$ cat config.mk
export PLATFORM = sky130hd
export DESIGN_NAME = hs_ram_arbiter
export DESIGN_NICKNAME = d
export VERILOG_FILES = /design/src/rtl/hs_ram_arbiter.sv
export SDC_FILE = /design/constraint.sdc
export NUM_CORES = 1
export LEC_CHECK = 0
export CAP_MARGIN = 20
export CORE_MARGIN = 1
export CORE_UTILIZATION = 28
export CTS_BUF_LIST = sky130_fd_sc_hd__clkbuf_4 sky130_fd_sc_hd__clkbuf_8 sky130_fd_sc_hd__clkbuf_16
export DETAILED_ROUTE_END_ITERATION = 10
export PLACE_DENSITY = 0.8
export RECOVER_POWER = 100
export SLEW_MARGIN = 40
export SYNTH_ARGS = -nofsm -noshare
export SYNTH_HDL_FRONTEND = slang
export SYNTH_SLANG_ARGS = --single-unit
export TNS_END_PERCENT = 30
$ cat constraint.sdc
create_clock -name clk -period 1.8 [get_ports clk]
set_clock_uncertainty 0.05 [all_clocks]
set_input_delay 0.36 -clock clk [delete_from_list [all_inputs] [get_ports clk]]
set_output_delay 0.36 -clock clk [all_outputs]
set_load 0.005 [all_outputs]
$ cat src/rtl/hs_ram_arbiter.sv
// hs_ram_arbiter
// Shares the game CPU work-RAM port between the Z80 and the hiscore
// save/restore engine (clk_sys domain). A hiscore request pauses the CPU,
// waits for the pause acknowledge plus a settle delay, grants the port to
// the hiscore engine, and on release drains in-flight reads before
// unpausing the CPU.
// Optional build macro: HS_RAM_ARB_TIMEOUT_EN adds a pause-acknowledge
// watchdog that aborts the request and pulses arb_timeout.
module hs_ram_arbiter #(
  parameter int AW          = 16,
  parameter int SETTLE_CYC  = 4,
  parameter int RELEASE_CYC = 2,
  parameter int RD_LAT      = 1,
  parameter int TIMEOUT_CYC = 65535
) (
  input  logic          clk,
  input  logic          reset,
  input  logic [AW-1:0] cpu_addr,
  input  logic [7:0]    cpu_wdata,
  input  logic          cpu_we,
  output logic [7:0]    cpu_rdata,
  input  logic          hs_req,
  input  logic [AW-1:0] hs_addr,
  input  logic [7:0]    hs_wdata,
  input  logic          hs_we,
  input  logic          hs_rd,
  output logic          hs_gnt,
  output logic [7:0]    hs_rdata,
  output logic          hs_rvalid,
  output logic          pause_req,
  input  logic          paused,
  output logic [AW-1:0] ram_addr,
  output logic [7:0]    ram_wdata,
  output logic          ram_we,
  input  logic [7:0]    ram_rdata,
  output logic          arb_timeout
);

  // One counter serves both the settle and the release delays.
  localparam int CNT_MAX = (SETTLE_CYC > RELEASE_CYC) ? SETTLE_CYC : RELEASE_CYC;
  localparam int CNT_W   = (CNT_MAX > 0) ? $clog2(CNT_MAX + 1) : 1;

  localparam logic [CNT_W-1:0] SET_LOAD = CNT_W'(SETTLE_CYC);
  localparam logic [CNT_W-1:0] REL_LOAD = CNT_W'(RELEASE_CYC);

  typedef enum logic [2:0] {
    IDLE,
    PAUSE_WAIT,
    SETTLE,
    GRANT,
    RELEASE
  } state_t;

  state_t            state;
  logic [CNT_W-1:0]  cnt;
  logic [RD_LAT-1:0] rvld_p;

  // Delay counters stop at zero instead of wrapping.
  function automatic logic [CNT_W-1:0] sat_dec(input logic [CNT_W-1:0] v);
    return (v == '0) ? '0 : (v - CNT_W'(1));
  endfunction

`ifdef HS_RAM_ARB_TIMEOUT_EN
  localparam int TO_W = $clog2(TIMEOUT_CYC + 1);

  logic [TO_W-1:0] to_cnt;
  logic            to_hit;

  // The watchdog fires on the edge that would make the wait TIMEOUT_CYC long.
  assign to_hit = (to_cnt == TO_W'(TIMEOUT_CYC - 1));
`else
  // Without the watchdog the limit has no effect; this only keeps the
  // parameter referenced so both builds share one parameter list.
  if (TIMEOUT_CYC < 1) begin : g_timeout_limit_unused
  end

  assign arb_timeout = 1'b0;
`endif

  // Port mux: the select is the registered grant, so ownership changes only
  // on clock edges and a CPU write can never slip in while hiscore owns it.
  assign ram_addr  = hs_gnt ? hs_addr  : cpu_addr;
  assign ram_wdata = hs_gnt ? hs_wdata : cpu_wdata;
  assign ram_we    = hs_gnt ? hs_we    : cpu_we;

  // Read data is shared; each side qualifies it with its own ownership.
  assign cpu_rdata = ram_rdata;
  assign hs_rdata  = ram_rdata;

  // Arbitration FSM: pause handshake, settle delay, grant, drain before unpause
  always_ff @(posedge clk) begin
    if (reset) begin
      state     <= IDLE;
      cnt       <= '0;
      pause_req <= 1'b0;
      hs_gnt    <= 1'b0;
`ifdef HS_RAM_ARB_TIMEOUT_EN
      to_cnt      <= '0;
      arb_timeout <= 1'b0;
`endif
    end else begin
`ifdef HS_RAM_ARB_TIMEOUT_EN
      arb_timeout <= 1'b0;
`endif
      case (state)
        IDLE: begin
          if (hs_req) begin
            state     <= PAUSE_WAIT;
            pause_req <= 1'b1;
`ifdef HS_RAM_ARB_TIMEOUT_EN
            to_cnt    <= '0;
`endif
          end
        end

        PAUSE_WAIT: begin
`ifdef HS_RAM_ARB_TIMEOUT_EN
          to_cnt <= to_cnt + TO_W'(1);
`endif
          // A withdrawn request wins over a late acknowledge.
          if (!hs_req) begin
            state <= RELEASE;
            cnt   <= REL_LOAD;
          end
`ifdef HS_RAM_ARB_TIMEOUT_EN
          else if (to_hit) begin
            state       <= RELEASE;
            cnt         <= REL_LOAD;
            arb_timeout <= 1'b1;
          end
`endif
          else if (paused) begin
            state <= SETTLE;
            cnt   <= SET_LOAD;
          end
        end

        SETTLE: begin
`ifdef HS_RAM_ARB_TIMEOUT_EN
          to_cnt <= to_cnt + TO_W'(1);
`endif
          if (!hs_req) begin
            state <= RELEASE;
            cnt   <= REL_LOAD;
          end
`ifdef HS_RAM_ARB_TIMEOUT_EN
          else if (to_hit) begin
            state       <= RELEASE;
            cnt         <= REL_LOAD;
            arb_timeout <= 1'b1;
          end
`endif
          // Acknowledge lost while settling: restart the settle window later.
          else if (!paused) begin
            state <= PAUSE_WAIT;
          end else if (cnt == '0) begin
            state  <= GRANT;
            hs_gnt <= 1'b1;
          end else begin
            cnt <= sat_dec(cnt);
          end
        end

        GRANT: begin
          // The CPU stays paused for the whole grant even if the pause
          // block drops its acknowledge.
          if (!hs_req) begin
            state  <= RELEASE;
            hs_gnt <= 1'b0;
            cnt    <= REL_LOAD;
          end
        end

        RELEASE: begin
          // Keep the CPU halted until the last granted read has returned.
          if (cnt == '0) begin
            state     <= IDLE;
            pause_req <= 1'b0;
          end else begin
            cnt <= sat_dec(cnt);
          end
        end

        default: begin
          state     <= IDLE;
          pause_req <= 1'b0;
          hs_gnt    <= 1'b0;
        end
      endcase
    end
  end

  // ---- stage p0 -> p(RD_LAT-1): granted read strobe tracks RAM read latency
  // Read-valid shift register; ungranted strobes never enter it.
  always_ff @(posedge clk) begin
    if (reset) begin
      rvld_p <= '0;
    end else begin
      rvld_p <= (rvld_p << 1) | RD_LAT'(hs_gnt & hs_rd);
    end
  end

  assign hs_rvalid = rvld_p[RD_LAT-1];

endmodule

Word-level counts from Yosys, hierarchy flattened
Index checks and enable logic that the tools add are counted. W data, S select, Z words.

$add $sub $neg: 1. Bitwise gates (word level): 3. Reductions and logical operators: 9. Equal/unequal tests: 13. Multiplexer cells: 27.

Operator list (number): $mux W3 (14); $mux W16 (1); $pmux W3 S5 (1); $ne A2 B2 Y1 const B (6); $pmux W3 S4 (1); $reduce_and A5 Y1 (2); $mux W8 (1); $mux W1 (7); $eq A3 B2 Y1 const B (2); $logic_not A3 Y1 (2); $ne A3 B3 Y1 const B (2); $pmux W1 S3 (2); $reduce_or A3 Y1 (2); $ne A4 B4 Y1 const B (1); $reduce_and A4 Y1 (1); $reduce_bool A4 Y1 (1); $eq A3 B1 Y1 const B (1); $eq A3 B3 Y1 const B (1); $reduce_and A3 Y1 (1); $sub A3 B1 Y3 const B (1); $not A1 Y1 (2); $and A1 B1 Y1 (1).

Output and inout port bits: 45. Bits of input ports: 63. Word-level logic and storage cells: 58. Register bits after elaboration: 9.

Depth between registers and ports, before layout
Word-level depth: 5. Mapped depth: 7. Gate-level depth less buffers: 7.

Least setup slack after synthesis
No wires, ideal clock.

Kind: register to output. Start point: reg hs_gnt. End point: out ram_addr[10]. Required time: 1.390 ns. Buffers on the path: 2. Stages on the path, launching flop included: 4. Data arrival time: 1.349 ns. Slack: 0.041 ns. Path through: dfxtp_1 > clkbuf_1 > buf_1 > mux2_2.

Word-level cells in the longest chain between the ends: 1.

RTL lines: from (decl) (RTL line 27) `output logic hs_gnt,`; from (signal assigned) (RTL line 96) `hs_gnt <= 1'b0;`; from (signal assigned) (RTL line 158) `hs_gnt <= 1'b1;`; from (signal assigned) (RTL line 169) `hs_gnt <= 1'b0;`; $mux W16 (RTL line 82) `assign ram_addr = hs_gnt ? hs_addr : cpu_addr;`; to (decl) (RTL line 32) `output logic [AW-1:0] ram_addr,`.

No other way between the ends.

Worst setup path after layout
Start point: reg hs_gnt. End point: out ram_addr[6].

Same word-level chain as after synthesis.

==> impl_metrics.py <==
metrics = {
    "outcome": {
        "status": "completed",
    },
    "power": {
        "p_per_area_nw_per_um2": 377,
        "ir_drop_uv": 377,
        "total_power_uw": 690,
        "leakagePower_uw": 0.000749,
    },
    "timing": {
        "timing.final.crit_share_pct": 96.7,
        "rsz0062_at_grt": "true",
        "fmax_mhz": 575,
        "finalMaxSlewViolations": 0,
        "period_minus_slack_ns": 1.74,
        "setup-tns-final_ns": 0,
        "setup_viol": 0,
        "hold_viol": 0,
    },
    "grt": {
        "grt_max_degree": 10,
        "track_usage_pct": 16.4,
        "antenna_found_initial": 0,
        "grt_pass1_vias": 1039,
        "grt_pass1_wl_um": 4580,
        "grt-ovfl-total": 0,
    },
    "worst_setup_path": {
        "arrival_ns": 1.33,
        "worstPathRequired_ns": 1.39,
        "critPathMaxFanout": 7,
        "reg2reg_setup_slack_ns": 0.17,
        "critical_path.max_stage_delay_ns": 0.38,
        "critPathKind": "reg2out",
        "cp_cell_sequence": "buf_6 -> buf_16 -> mux2_2 -> clkbuf_2",
        "crit_path_end_kind": "output pin",
        "critPathLaunchType": "register",
        "crit_slowest_cell": "dfxtp_4",
    },
    "detailed_routing": {
        "drtIter0Drc": 39,
        "final_antenna_net_count": 0,
        "drc": 0,
        "drtPass1Iterations": 4,
        "drt-total-wl_um": 3280,
        "post_drt_wl_per_cell_um": 13.9,
        "route.vias.total": 1102,
        "viasPerCell": 4.65,
    },
    "hold_path": {
        "min_path_type": "reg2reg",
    },
    "die": {
        "fp.dieH_um": 62.1,
        "dieArea_sq_um": 3850,
        "io-pin-count": 108,
        "core_area_sq_um": 3390,
        "initial_core_util_pct": 29.8,
        "num_rows": 21,
        "die_w_um": 62.1,
    },
    "place": {
        "place_hpwl_um": 2410,
        "io_buffers": 82,
        "place_inst": 227,
        "place_congestion": 0.834,
    },
    "final_layout": {
        "layout_commonest_cell": "clkdlybuf4s50_1",
        "syn2layout_area_growth_pct": 81.0,
        "most-common-layout-cells": "52 x clkdlybuf4s50_1, 19 x mux2_2, 11 x clkbuf_2, 9 x nor2_1, 9 x buf_2",
        "layout.nets": 257,
        "drive_gt1_share_pct": 36.1,
        "final_util_pct": 53.9,
        "finalNonFillerCells": 237,
        "diodes": 0,
    },
    "logic_synthesis": {
        "syn-num-nets": 182,
        "avgSynthCellArea_sq_um": 8.63,
        "synth-seq-cells": 9,
        "synthCells": 117,
        "netlist_area_sq_um": 1010,
        "synth_cell_types": 34,
        "ys_seq_area_share_pct": 17.8,
        "yosysWarnings": 0,
    },
    "clocking": {
        "cts_root_buf": "clkbuf_4",
        "h-tree-depth": 1,
        "cts_tree": "done",
        "cts_buffers": 3,
        "postCtsHoldBufs": 0,
        "cts_buffer_depth": 2,
        "clk_latency_ns": 0.27,
        "cts.sinks": 9,
        "clk_pin_slew_ns": 0.06,
    },
    "flow_run": {
        "max_cap_viol_count": 0,
    },
}
-- flip-flops by register name, summed over array words and instances, names as in the netlist --
register and count:
hs_gnt 1, cnt 3, state 3, hs_rvalid 1, pause_req 1
-- cells by family after synthesis --
group / after synthesis / synth area share, %
other cells: 1 / 0.371
mux: 26 / 28.9
buf+inv: 29 / 19.8
fa+ha+maj: 2 / 2.48
simple gates: 32 / 16.6
flops: 9 / 17.8
compound gates: 18 / 14.0
-- through the flow --
stage | area, sq um | setup WS (ns) | hold WS, ns
finish | 1830 | 0.0594 | 0.452
global route | 1830 | -0.00687 | 0.489
CTS | 1910 | -0.119 | 0.457
detailed placement | 1770 | -0.117 | 0.447
global placement | 1770 | -0.0936 | 0.437
floorplan | 1010 | 0.0415 | 0.403
-- layer usage --
metal / wire, um / share of wire [%] / GRT usage [%]
met1: 1270 / 39 / 19.7
met2: 1760 / 54 / 26.9
met3: 191 / 5.8 / 3.93
met4: 57 / 1.7 / 9.21
met5: 0 / 0 / 0
-- worst paths after layout --
path	depth (start not counted)	from	endpoint
worst max-delay path	4	hs_gnt	ram_addr[6]
worst min-delay path	2	cnt[0]	cnt[0]
worst max register to register	7	cnt[0]	cnt[1]
worst min register to register	2	cnt[0]	cnt[0]
-- cell usage after synthesis (all sizes together) --
library cell	number	area, sq um
a21oi	3	18.8
o21ai	4	20.0
mux2	25	282
o31ai	1	7.51
and3	2	12.5
a31oi	3	18.8
and2b	1	7.51
a311oi	1	26.3
conb	1	3.75
a41oi	1	8.76
buf	22	163
mux2i	1	10.0
and2	1	8.76
dfxtp	9	180
nor3	3	15.0
nand2	3	11.3
nand3	4	20.0
nor2b	2	12.5
a211oi	3	22.5
inv	4	15.0
clkbuf	3	22.5
nand4	1	6.26
nand2b	5	31.3
ha	2	25.0
or2	1	8.76
a41o	1	10.0
o32ai	1	8.76
nor2	9	33.8
-- critical path, delay by kind of cell (launching register included) --
kind | cells | cell delay (ns)
flip-flops | 1 | 0.38
multiplexers | 1 | 0.34
buffers and inverters | 3 | 0.33
-- report_power, final --
group,total [uW],switching (uW),leakage (uW),internal (uW)
Clock,181,80.1,0.0000184,101
Combinational,294,99.1,0.000656,195
Sequential,214,6.90,0.0000742,207
-- timing repair --
action	CTS	global route
setup endpoints to repair	25	18
hold endpoints to repair	0	0
setup buffers	5	0
pin swaps	0	0
gates cloned	3	0
resized for setup	85	19
-- area by class of cell --
cell class	count	area, sq um
fillers	314	1560
inverters	4	15.0
repair buffers	95	890
clock buffers	4	30.0
flip-flops and latches	9	184
multi-input cells	79	652
well taps	46	57.6
Note: power is estimated with default switching activity, not from simulation.
